## config.mk

```make
export PLATFORM = sky130hd
export DESIGN_NAME = adder_requester
export DESIGN_NICKNAME = d
export VERILOG_FILES = /design/src/rtl/adder_requester.sv
export SDC_FILE = /design/constraint.sdc
export NUM_CORES = 1
export LEC_CHECK = 0
export ABC_CLOCK_PERIOD_IN_PS = 2900
export CORE_AREA = 4 4 96 98
export CTS_CLUSTER_SIZE = 10
export DETAILED_ROUTE_END_ITERATION = 10
export DIE_AREA = 0 0 100 102
export GPL_TIMING_DRIVEN = 0
export SETUP_SLACK_MARGIN = 0.1
export SYNTH_ARGS = -nofsm -noshare
export SYNTH_HDL_FRONTEND = slang
export SYNTH_SLANG_ARGS = --single-unit
```

## constraint.sdc

```tcl
create_clock -name clk -period 2.9 [get_ports clk]
set_clock_uncertainty 0.05 [all_clocks]
set_input_delay 0.29 -clock clk [delete_from_list [all_inputs] [get_ports clk]]
set_output_delay 0.29 -clock clk [all_outputs]
set_load 0.05 [all_outputs]
```

## src/rtl/adder_requester.sv

```systemverilog
// Initiator-side controller for the tile's combinational half_adder: accepts operand
// pairs, powers and drives the adder, waits for ack (or times out) and returns the sum.
module adder_requester #(
  parameter int WIDTH   = 16,
  parameter int SETTLE  = 1,
  parameter int TIMEOUT = 15
) (
  input  logic             clk,
  input  logic             reset,
  input  logic             cmd_valid,
  output logic             cmd_ready,
  input  logic [WIDTH-1:0] cmd_a,
  input  logic [WIDTH-1:0] cmd_b,
  output logic [WIDTH-1:0] add_a,
  output logic [WIDTH-1:0] add_b,
  output logic             add_on_off,
  input  logic [WIDTH-1:0] add_c,
  input  logic             add_carry_out,
  input  logic             add_ack,
  output logic             res_valid,
  input  logic             res_ready,
  output logic [WIDTH:0]   res_sum,
  output logic             res_err,
  output logic             busy
);

  localparam int CW = $clog2(TIMEOUT + 1);
  localparam logic [CW-1:0] SETTLE_C  = CW'(SETTLE);
  localparam logic [CW-1:0] TIMEOUT_C = CW'(TIMEOUT);

  typedef enum logic [1:0] {
    IDLE  = 2'd0,
    DRIVE = 2'd1,
    RESP  = 2'd2
  } state_t;

  state_t           state_q, state_d;
  logic [CW-1:0]    cnt_q, cnt_d;
  logic             cmd_ready_q, cmd_ready_d;
  logic [WIDTH-1:0] add_a_q, add_a_d;
  logic [WIDTH-1:0] add_b_q, add_b_d;
  logic             on_off_q, on_off_d;
  logic             res_valid_q, res_valid_d;
  logic [WIDTH:0]   res_sum_q, res_sum_d;
  logic             res_err_q, res_err_d;

  always_comb begin
    state_d     = state_q;
    cnt_d       = cnt_q;
    cmd_ready_d = cmd_ready_q;
    add_a_d     = add_a_q;
    add_b_d     = add_b_q;
    on_off_d    = on_off_q;
    res_valid_d = res_valid_q;
    res_sum_d   = res_sum_q;
    res_err_d   = res_err_q;

    case (state_q)
      IDLE: begin
        // cmd_ready comes up one edge after reset release
        cmd_ready_d = 1'b1;
        if (cmd_valid && cmd_ready_q) begin
          add_a_d     = cmd_a;
          add_b_d     = cmd_b;
          on_off_d    = 1'b1;
          cnt_d       = '0;
          cmd_ready_d = 1'b0;
          state_d     = DRIVE;
        end
      end

      DRIVE: begin
        cmd_ready_d = 1'b0;
        if (cnt_q != TIMEOUT_C) begin
          cnt_d = cnt_q + CW'(1);
        end
        // a late ack still wins over a timeout in the same cycle
        if (cnt_q >= SETTLE_C && add_ack) begin
          res_sum_d   = {add_carry_out, add_c};
          res_err_d   = 1'b0;
          res_valid_d = 1'b1;
          on_off_d    = 1'b0;
          add_a_d     = '0;
          add_b_d     = '0;
          state_d     = RESP;
        end else if (cnt_q == TIMEOUT_C) begin
          res_sum_d   = '0;
          res_err_d   = 1'b1;
          res_valid_d = 1'b1;
          on_off_d    = 1'b0;
          add_a_d     = '0;
          add_b_d     = '0;
          state_d     = RESP;
        end
      end

      RESP: begin
        if (res_valid_q && res_ready) begin
          res_valid_d = 1'b0;
          cmd_ready_d = 1'b1;
          state_d     = IDLE;
        end
      end

      default: begin
        state_d = IDLE;
      end
    endcase
  end

  always_ff @(posedge clk or negedge reset) begin
    if (!reset) begin
      state_q     <= IDLE;
      cnt_q       <= '0;
      cmd_ready_q <= 1'b0;
      add_a_q     <= '0;
      add_b_q     <= '0;
      on_off_q    <= 1'b0;
      res_valid_q <= 1'b0;
      res_sum_q   <= '0;
      res_err_q   <= 1'b0;
    end else begin
      state_q     <= state_d;
      cnt_q       <= cnt_d;
      cmd_ready_q <= cmd_ready_d;
      add_a_q     <= add_a_d;
      add_b_q     <= add_b_d;
      on_off_q    <= on_off_d;
      res_valid_q <= res_valid_d;
      res_sum_q   <= res_sum_d;
      res_err_q   <= res_err_d;
    end
  end

  assign cmd_ready  = cmd_ready_q;
  assign add_a      = add_a_q;
  assign add_b      = add_b_q;
  assign add_on_off = on_off_q;
  assign res_valid  = res_valid_q;
  assign res_sum    = res_sum_q;
  assign res_err    = res_err_q;
  assign busy       = (state_q != IDLE);

endmodule
```

Yosys cells after proc, flatten, opt, wreduce, memory -nomap -nowiden. Cells that the tools add are included.

Logic and storage cells: 62. Bits in latches: 0. Register bits: 59. Input port bits: 54. Memories kept: 0. Output and inout port bits: 54. Memory bits (read-only): 0. Bits in writable memories: 0.

Reductions and logical operators: 15. Magnitude comparators: 1. Multipliers: 0. Divide/modulo/power cells: 0. $add $sub $neg: 1. Eq/ne operators: 8. Multiplexer cells: 28. Bitwise operators: 0. Shifts and indexed selects: 0.

Operators by type and width (number): $mux 16 (4); $pmux 16 s2 (2); $mux 17 (2); $reduce_and 3->1 (4); $mux 1 (9); $mux 2 (4); $mux 4 (2); $pmux 4 s2 (1); $reduce_bool 2->1 (4); $ne 2x2->1 const B (3); $pmux 2 s3 (1); $add 4x1->4 const B (1); $eq 4x4->1 const B (1); $ge 4x1->1 const B (1); $ne 4x4->1 const B (1); $pmux 1 s2 (2); $reduce_and 2->1 (2); $logic_and 1x1->1 (3); $ne 3x3->1 const B (1); $pmux 1 s3 (1); $reduce_bool 3->1 (1); $eq 2x1->1 const B (1); $eq 2x2->1 const B (1); $logic_not 2->1 (1).

Depth between registers and ports, before layout. Gate-level depths: netlist (run 1).

Word-level depth: 4. Mapped depth: 9. Mapped depth without buffers: 6.

Least setup slack after synthesis (run 1). No wires, ideal clock.

Path kind: flip-flop to flip-flop. Start: register cnt_q[0]. End: register add_a_q[8] (netlist: add_a[8]). Path buffers: 2. Setup slack: 871 ps. Arrival: 1911 ps. Cell stages (with the launch flop): 9. Clock period less this slack: 2029 ps. Cell sequence: dfrtp_1 inv_1 ha_1 or3b_4 a2111oi_4 or3_1 buf_6 buf_6 a22o_1.

Longest elaborated chain between the ends: 4. Elaborated cells between the ends (all ways): 7. Those cells by class: 1 x order compare; 2 x eq/ne; 2 x mux; 2 x reduce/logical.

Ends and longest elaborated chain: from (decl) (RTL line 38) `logic [CW-1:0] cnt_q, cnt_d;`; from (signal assigned) (RTL line 124) `cnt_q <= cnt_d;`; $ge 4x1->1 (RTL line 78) `if (cnt_q >= SETTLE_C && add_ack) begin`; $logic_and 1x1->1 (RTL line 78); $ne 3x3->1 (no line) / $mux 16 (equally long branches); $reduce_and 3->1 (no line) / $pmux 16 s2 (equally long branches); to (signal assigned) (RTL line 116) `add_a_q <= '0;`; to (signal assigned) (RTL line 126) `add_a_q <= add_a_d;`; to (decl) (RTL line 40) `logic [WIDTH-1:0] add_a_q, add_a_d;`.

Parallel ways exist; a longest one is shown, timed or not. A chain may end at the register's enable or synchronous reset.

Worst setup path after layout (run 1).
Start: register state_q[1]. End: register add_b_q[4] (netlist: add_b[4]).

Longest elaborated chain between the ends: 3. Elaborated cells between the ends (all ways): 7. Those cells by class: 3 x eq/ne; 1 x mux; 3 x reduce/logical.

Ends and longest elaborated chain: from (decl) (RTL line 37) `state_t state_q, state_d;`; from (signal assigned) (RTL line 123) `state_q <= state_d;`; $eq 2x1->1 / $logic_not 2->1 (equally long branches) (RTL line 58) `case (state_q)`; $ne 3x3->1 (no line) (tied with other cells); $reduce_and 3->1 (no line); to (signal assigned) (RTL line 117) `add_b_q <= '0;`; to (signal assigned) (RTL line 127) `add_b_q <= add_b_d;`; to (decl) (RTL line 41) `logic [WIDTH-1:0] add_b_q, add_b_d;`.

Parallel ways exist; a longest one is shown, timed or not.

==> flow_metrics.env, run 1 <==
export IMPL_p_sw_w=0.00220
export IMPL_synth_top_area_share_pct=60.3
export IMPL_coreArea_sq_um=8470
export IMPL_hold_viol=0
export IMPL_min_period_ns=2.32
export IMPL_area_delta_synth_final_pct=58.5
export IMPL_maxSlewHeadroom_pct=44.9
export IMPL_yosysWarnings=0
export IMPL_cp_cell_sequence="inv_1 > ha_1 > clkbuf_1 > nor3_1 > clkbuf_1 > a22o_1"
export IMPL_swShare_pct=46.2
export IMPL_syn_avg_cell_area_sq_um=11.5
export IMPL_synth_cells=213
export IMPL_max_freq_mhz=432
export IMPL_arrival_ns=2.52
export IMPL_ys_seq_elements=59
export IMPL_wirelength_um=6450
export IMPL_port_buffers=107
export IMPL_clock_sinks=59
export IMPL_ys_seq_area_share_pct=60.3
export IMPL_rows=34
export IMPL_htreeDepth=3
export IMPL_cp_max_fo=10
export IMPL_pwr_share_comb_pct=56.8
export IMPL_r2r_start="state_q[1]"
export IMPL_drc=0
export IMPL_hold_depth=1
export IMPL_grt_start_max_net_pins=37
export IMPL_clk_path_buf_depth=2
export IMPL_reg2reg_depth=6
export IMPL_ant_nets=0
export IMPL_drtIter0Drc=52
export IMPL_instances_no_fill=445
export IMPL_wire_per_inst_um=14.5
export IMPL_clk_latency_ns=0.32
export IMPL_first_pass_iters=4
export IMPL_die_height_um=102
export IMPL_yosysTopAreaCell="dfrtp_1"
export IMPL_reg2reg_to="add_b[4]"
export IMPL_clock_power_share_pct=15.7
export IMPL_grt_overflow=0
export IMPL_status="completed"
export IMPL_ff2ff_setup_slack_ns=0.58
export IMPL_dieArea_sq_um=10200
export IMPL_chipWidth_um=100
export IMPL_synth_distinct_cells=31
export IMPL_cts_buffers_inserted=9
export IMPL_cts_tree="done"
export IMPL_start_kind="register"
export IMPL_antenna_found_initial=0
export IMPL_drv_cap=0
export IMPL_worstSetupPathType="reg -> reg"
export IMPL_start_util_pct=28.9
export IMPL_syn_nets=274
export IMPL_syn_area_sq_um=2450
export IMPL_hpwl_um=4760
export IMPL_drive_above_1_share_pct=7.42
export IMPL_cts_repair_resized=0
export IMPL_clock_tree_root_cell="clkbuf_8"
export IMPL_hold_slack_ns=0.435
export IMPL_nFillCells=818
export IMPL_synthTopCellsByArea="dfrtp_1 (60%), a22o_1 (11%), nand2_1 (5.7%)"
export IMPL_antenna_cells=0
export IMPL_slowest_stage="nor3_1"
export IMPL_cp_data_required_time_ns=3.10
export IMPL_path_delay_family="buffers and inverters"
export IMPL_worst_setup_path_end_kind="register"
export IMPL_vias_per_cell=4.66
export IMPL_critPathMaxStageDelay_ns=0.71
export IMPL_setup_viol=0
export IMPL_holdPathEnd="add_on_off"
export IMPL_grt_pass1_vias=2092
export IMPL_period_share_pct=79.8
export IMPL_clkTransAtPathRegs_ns=0.07
export IMPL_drv_slew=0
export IMPL_sequentialPowerShare_pct=27.5
export IMPL_cp_common_cell="clkbuf_1"
export IMPL_fin_nets=394
export IMPL_hold_start="add_on_off"
export IMPL_intPower_w=0.00257
export IMPL_min_path_type="reg -> reg"
export IMPL_ir_drop_mv=0.523
export IMPL_leakage_nw=1.69
export IMPL_boundaryPins=108
export IMPL_routabilityCongestion=0.711
export IMPL_dp_cells=429
export IMPL_worst_pin_slew_ns=0.820
export IMPL_grt_pass1_wl_um=10300
export IMPL_vias=2072
export IMPL_cts_setup_buffers=0
export IMPL_p_per_area_nw_per_um2=1230
export IMPL_rsz0062_at_grt="false"
export IMPL_grt_usage_pct=12.7
export IMPL_cp_num_buf_inv=3
export IMPL_cp_depth=6
-- power groups by stage --
stage                     clock, W  combinational [W]  sequential (W)
after global routing      0.000810            0.00288         0.00136
final                     0.000750            0.00271         0.00131
after CTS                 0.000778            0.00274         0.00132
after detailed placement         0            0.00273         0.00132
after global placement           0            0.00271         0.00132
after floorplan                  0           0.000911         0.00225
-- registers in the layout, summed over array words and instances (netlist names) --
signal and flops:
res_err 1, add_a 16, state_q 2, res_valid 1
add_b 16, cnt_q 4, cmd_ready 1, add_on_off 1
res_sum 17
-- cells in the mapped netlist --
cell type   n
or3b_4      1
dfrtp_1    59
o22ai_1     2
and2_1      1
a22oi_1     1
o32a_1      1
nand2_1    37
buf_6       4
a21oi_1     8
nand3_1     1
clkbuf_1    8
nor4b_1     1
inv_1       7
o21ai_0    20
a21o_1      1
clkbuf_2    1
nand4_1     1
or3_1       1
o31ai_1     2
o211a_1     1
a2111oi_4   1
a22o_1     32
ha_1        7
a21boi_0    1
mux2i_1     1
a21boi_1    1
and3_1      1
or2_2       1
xnor2_1     1
nor2_1      6
nor3_1      3
-- worst max path at each step --
stage / start / end / slack [ns]
global placement: reset / res_sum[12] / -0.53
finish: state_q[1] / add_b[4] / 0.58
CTS: state_q[1] / add_a[0] / 0.56
global route: state_q[1] / add_a[0] / 0.39
floorplan: cnt_q[0] / add_a[8] / 0.87
detailed placement: state_q[1] / add_a[0] / 0.57
-- repair_timing --
action	CTS	global route
hold endpoints to repair	23	0
endpoints found under the setup margin	0	0
hold buffers	1	0
-- worst register-to-register path: stages, from the launching register on --
cell,delay [ns]
dfrtp_1,0.37
inv_1,0.09
ha_1,0.18
clkbuf_1,0.17
nor3_1,0.71
clkbuf_1,0.45
a22o_1,0.21
-- area by class of cell --
| class | count | area, sq um | share of cell area, % |
|---|---|---|---|
| buffer | 13 | 80.1 | 2.06 |
| clock buffer | 11 | 151 | 3.90 |
| clock inverter | 4 | 50.0 | 1.29 |
| inverter | 7 | 26.3 | 0.677 |
| multi-input combinational | 134 | 865 | 22.3 |
| sequential | 59 | 1480 | 38.1 |
| tap | 108 | 135 | 3.48 |
| timing repair buffer | 109 | 1100 | 28.2 |
-- cell usage in the layout (no fill, tap or decap), types with 2 or more instances in the layout --
cell type and instances:
nand2_1 37, ha_1 7, dfrtp_1 59, nor2_1 6, inv_1 7, o22ai_1 2, clkbuf_8 11, a21oi_1 8
buf_6 4, o31ai_1 2, clkinvlp_4 2, nor3_1 3, clkbuf_1 8, o21ai_0 20, clkdlybuf4s50_1 106, a22o_1 32
-- per-stage QoR --
| stage | utilization, % | cell area [sq um] | setup slack [ns] | TNS [ns] | total power (W) |
|---|---|---|---|---|---|
| floorplan | - | 2450 | 0.871 | 0 | 0.00316 |
| global placement | 43.2 | 3650 | -0.527 | -30.83 | 0.00403 |
| detailed placement | 43.3 | 3670 | 0.571 | 0 | 0.00405 |
| CTS | 45.8 | 3880 | 0.557 | 0 | 0.00483 |
| global route | 45.8 | 3880 | 0.393 | 0 | 0.00505 |
| finish | 45.8 | 3880 | 0.585 | 0 | 0.00477 |
-- logic make-up (layout without fill, tap and decap cells) --
kind of cell / Yosys count / after routing / synth area share (%)
AOI/OAI and AO/OA: 71 / 71 / 21.5
xor gates and xnor gates: 1 / 1 / 0.358
adders and majority gates: 7 / 7 / 3.58
buffers and inverters: 20 / 144 / 4.35
DFF: 59 / 59 / 60.3
muxes: 1 / 1 / 0.409
and+or+nand+nor: 54 / 54 / 9.51
-- metal layers --
layer	vias up	wire, um	global-route usage [%]
met4	0	90	4.66
li1	997	-	-
met5	-	0	0
met2	82	2830	19.7
met1	982	2990	16.9
met3	11	531	3.89
No activity file was read; power rests on OpenSTA's default activity.
==> inputs of run 2 (changes only) <==
--- a/config.mk
+++ b/config.mk
@@ -5,7 +5,7 @@
 export SDC_FILE = /design/constraint.sdc
 export NUM_CORES = 1
 export LEC_CHECK = 0
-export ABC_CLOCK_PERIOD_IN_PS = 2900
+export ABC_CLOCK_PERIOD_IN_PS = 2000
 export CORE_AREA = 4 4 96 98
 export CTS_CLUSTER_SIZE = 10
 export DETAILED_ROUTE_END_ITERATION = 10
==> constraint.sdc (replaced) <==
create_clock -name clk -period 2 [get_ports clk]
set_clock_uncertainty 0.05 [all_clocks]
set_input_delay 0.2 -clock clk [delete_from_list [all_inputs] [get_ports clk]]
set_output_delay 0.2 -clock clk [all_outputs]
set_load 0.05 [all_outputs]
==> flow_metrics.env, run 2 (synthesis gave the netlist of run 1 again) <==
export IMPL_status="finished with violations"
export IMPL_violations="setup timing"
export IMPL_slowest_stage="dfrtp_2"
export IMPL_min_path_type="in -> reg"
export IMPL_area_delta_synth_final_pct=67.1
export IMPL_swShare_pct=45.5
export IMPL_largest_reg_flops=17
export IMPL_p_total_w=0.00735
export IMPL_max_freq_mhz=489
export IMPL_vias=2156
export IMPL_seq_area_sq_um=1480
export IMPL_path_delay_family="simple AND/OR/NAND/NOR gates"
export IMPL_placed_area_sq_um=3670
export IMPL_drc=0
export IMPL_cp_num_buf_inv=2
export IMPL_grt_pass1_wl_um=10700
export IMPL_cp_max_fo=10
export IMPL_antenna_cells=0
export IMPL_final_common_cell="clkdlybuf4s50_1"
export IMPL_setup_viol=32
export IMPL_intPower_w=0.00401
export IMPL_multi_input_area_sq_um=932
export IMPL_critPathMaxStageDelay_ns=0.45
export IMPL_finalWorstSetupSlack_ns=-0.0431
export IMPL_gr_usage_met2_pct=20.7
export IMPL_pwr_share_comb_pct=59.1
export IMPL_hold_viol=0
export IMPL_nFillCells=811
export IMPL_worst_setup_path_end_kind="register"
export IMPL_gr_usage_met1_pct=18.0
export IMPL_routabilityCongestion=0.670
export IMPL_grt_usage_pct=13.3
export IMPL_mostFrequentLayoutCells="clkdlybuf4s50_1 (105), dfrtp_1 (58), nand2_1 (36)"
export IMPL_antenna_found_initial=0
export IMPL_hold_slack_ns=0.357
export IMPL_reg2reg_depth=7
export IMPL_wirelength_um=6860
export IMPL_grt_pass1_vias=2190
export IMPL_rows=34
export IMPL_final_cell_area_sq_um=4090
export IMPL_clock_tree_root_cell="clkbuf_8"
export IMPL_period_share_pct=102
export IMPL_grt_start_max_net_pins=33
export IMPL_hold_depth=3
export IMPL_vias_per_cell=4.75
export IMPL_ant_nets=0
export IMPL_worstSetupPathType="reg -> reg"
export IMPL_fin_nets=403
export IMPL_clk_path_buf_depth=2
export IMPL_clkTransAtPathRegs_ns=0.07
export IMPL_clk_latency_ns=0.33
export IMPL_dieArea_sq_um=10200
export IMPL_boundaryPins=108
export IMPL_htreeDepth=3
export IMPL_maxSlewHeadroom_pct=56.5
export IMPL_rsz0062_at_grt="true"
export IMPL_clock_sinks=59
export IMPL_hpwl_um=4710
export IMPL_wire_per_inst_um=15.1
export IMPL_grt_overflow=0
export IMPL_cp_cell_sequence="ha_2 > or3b_4 > a2111oi_4 > or3_1 > buf_6 > buf_8 > a22o_1"
export IMPL_port_buffers=107
export IMPL_p_sw_w=0.00334
export IMPL_first_pass_iters=5
export IMPL_worst_pin_slew_ns=0.653
export IMPL_chipWidth_um=100
export IMPL_busiest_layer="met2"
export IMPL_clock_power_share_pct=14.9
export IMPL_cts_buffers_inserted=9
export IMPL_drive_above_1_share_pct=17.6
export IMPL_ff2ff_setup_slack_ns=-0.04
export IMPL_use_met3_pct=4.16
export IMPL_coreArea_sq_um=8470
export IMPL_drv_slew=0
export IMPL_cts_tree="done"
export IMPL_cp_data_required_time_ns=2.21
export IMPL_leakage_nw=1.79
export IMPL_utilization_pct=48.3
export IMPL_start_util_pct=28.9
export IMPL_die_height_um=102
export IMPL_min_period_ns=2.04
export IMPL_p_per_area_nw_per_um2=1800
export IMPL_ir_drop_mv=1.03
export IMPL_drtIter0Drc=81
export IMPL_cp_depth=7
export IMPL_arrival_ns=2.25
export IMPL_drv_cap=0
export IMPL_start_kind="register"
export IMPL_sequentialPowerShare_pct=26.0
-- run 2: cell types whose count changed in the layout (fill, tap and decap cells not counted), sizes merged --
cell,change
clkdlybuf4s50,-1
clkdlybuf4s15,+1
clkbuf,-2
buf,+10
o211a,+1
-- run 2: metrics by stage --
stage               worst slack (ns)  TNS, ns  std cells
CTS                           -0.114    -2.99        452
floorplan                     0.0266        0        213
global placement               -1.29   -82.12        428
finish                       -0.0431   -0.877        454
global route                  -0.175    -4.94        454
detailed placement            -0.192    -7.12        429
-- run 2: worst paths after layout --
kind                       startpoint    endpoint
min                          add_c[6]  res_sum[6]
max reg2reg                  cnt_q[0]   add_a[14]
min reg2reg                add_on_off  add_on_off
max in group asynchronous       reset    cnt_q[0]
max                          cnt_q[0]   add_a[14]
min in group asynchronous       reset   add_a[11]
-- run 2: metal layers --
metal	vias up	share of wire [%]
met3	6	9.3
met4	0	0.61
met1	1036	45
met5	-	0
li1	1022	-
met2	92	45
-- run 2: repair_timing --
action,4_1_cts,5_1_grt
setup buffers,6,1
gates cloned,1,2
pin swaps,5,4
hold endpoints to repair,27,0
hold buffers,1,0
resized for setup,24,37
setup endpoints to repair,54,58
-- run 2: worst register-to-register path, delay by kind of cell, from the launching register on --
family / cells / cell delay, ns
AND/OR/NAND/NOR: 2 / 0.56
buffers and inverters: 2 / 0.26
adder cells (fa/ha/maj): 1 / 0.20
AO/OA/AOI/OAI: 2 / 0.46
flip-flops: 1 / 0.45
-- run 2: layout make-up --
type / count / share of cell area [%]
flip-flops and latches: 59 / 36.1
repair buffers: 117 / 28.9
multi-input cells: 135 / 22.8
clock buffers: 11 / 3.70
well taps: 108 / 3.30
plain buffers: 13 / 3.27
clock inverters: 4 / 1.22
inverters: 7 / 0.643
-- run 2: power groups by stage --
stage / sequential, W / combinational, W / clock (W)
2_1_floorplan: 0.00326 / 0.00133 / 0
3_3_place_gp: 0.00192 / 0.00394 / 0
3_5_place_dp: 0.00191 / 0.00400 / 0
4_1_cts: 0.00191 / 0.00421 / 0.00114
5_1_grt: 0.00198 / 0.00463 / 0.00118
6_report: 0.00191 / 0.00435 / 0.00109
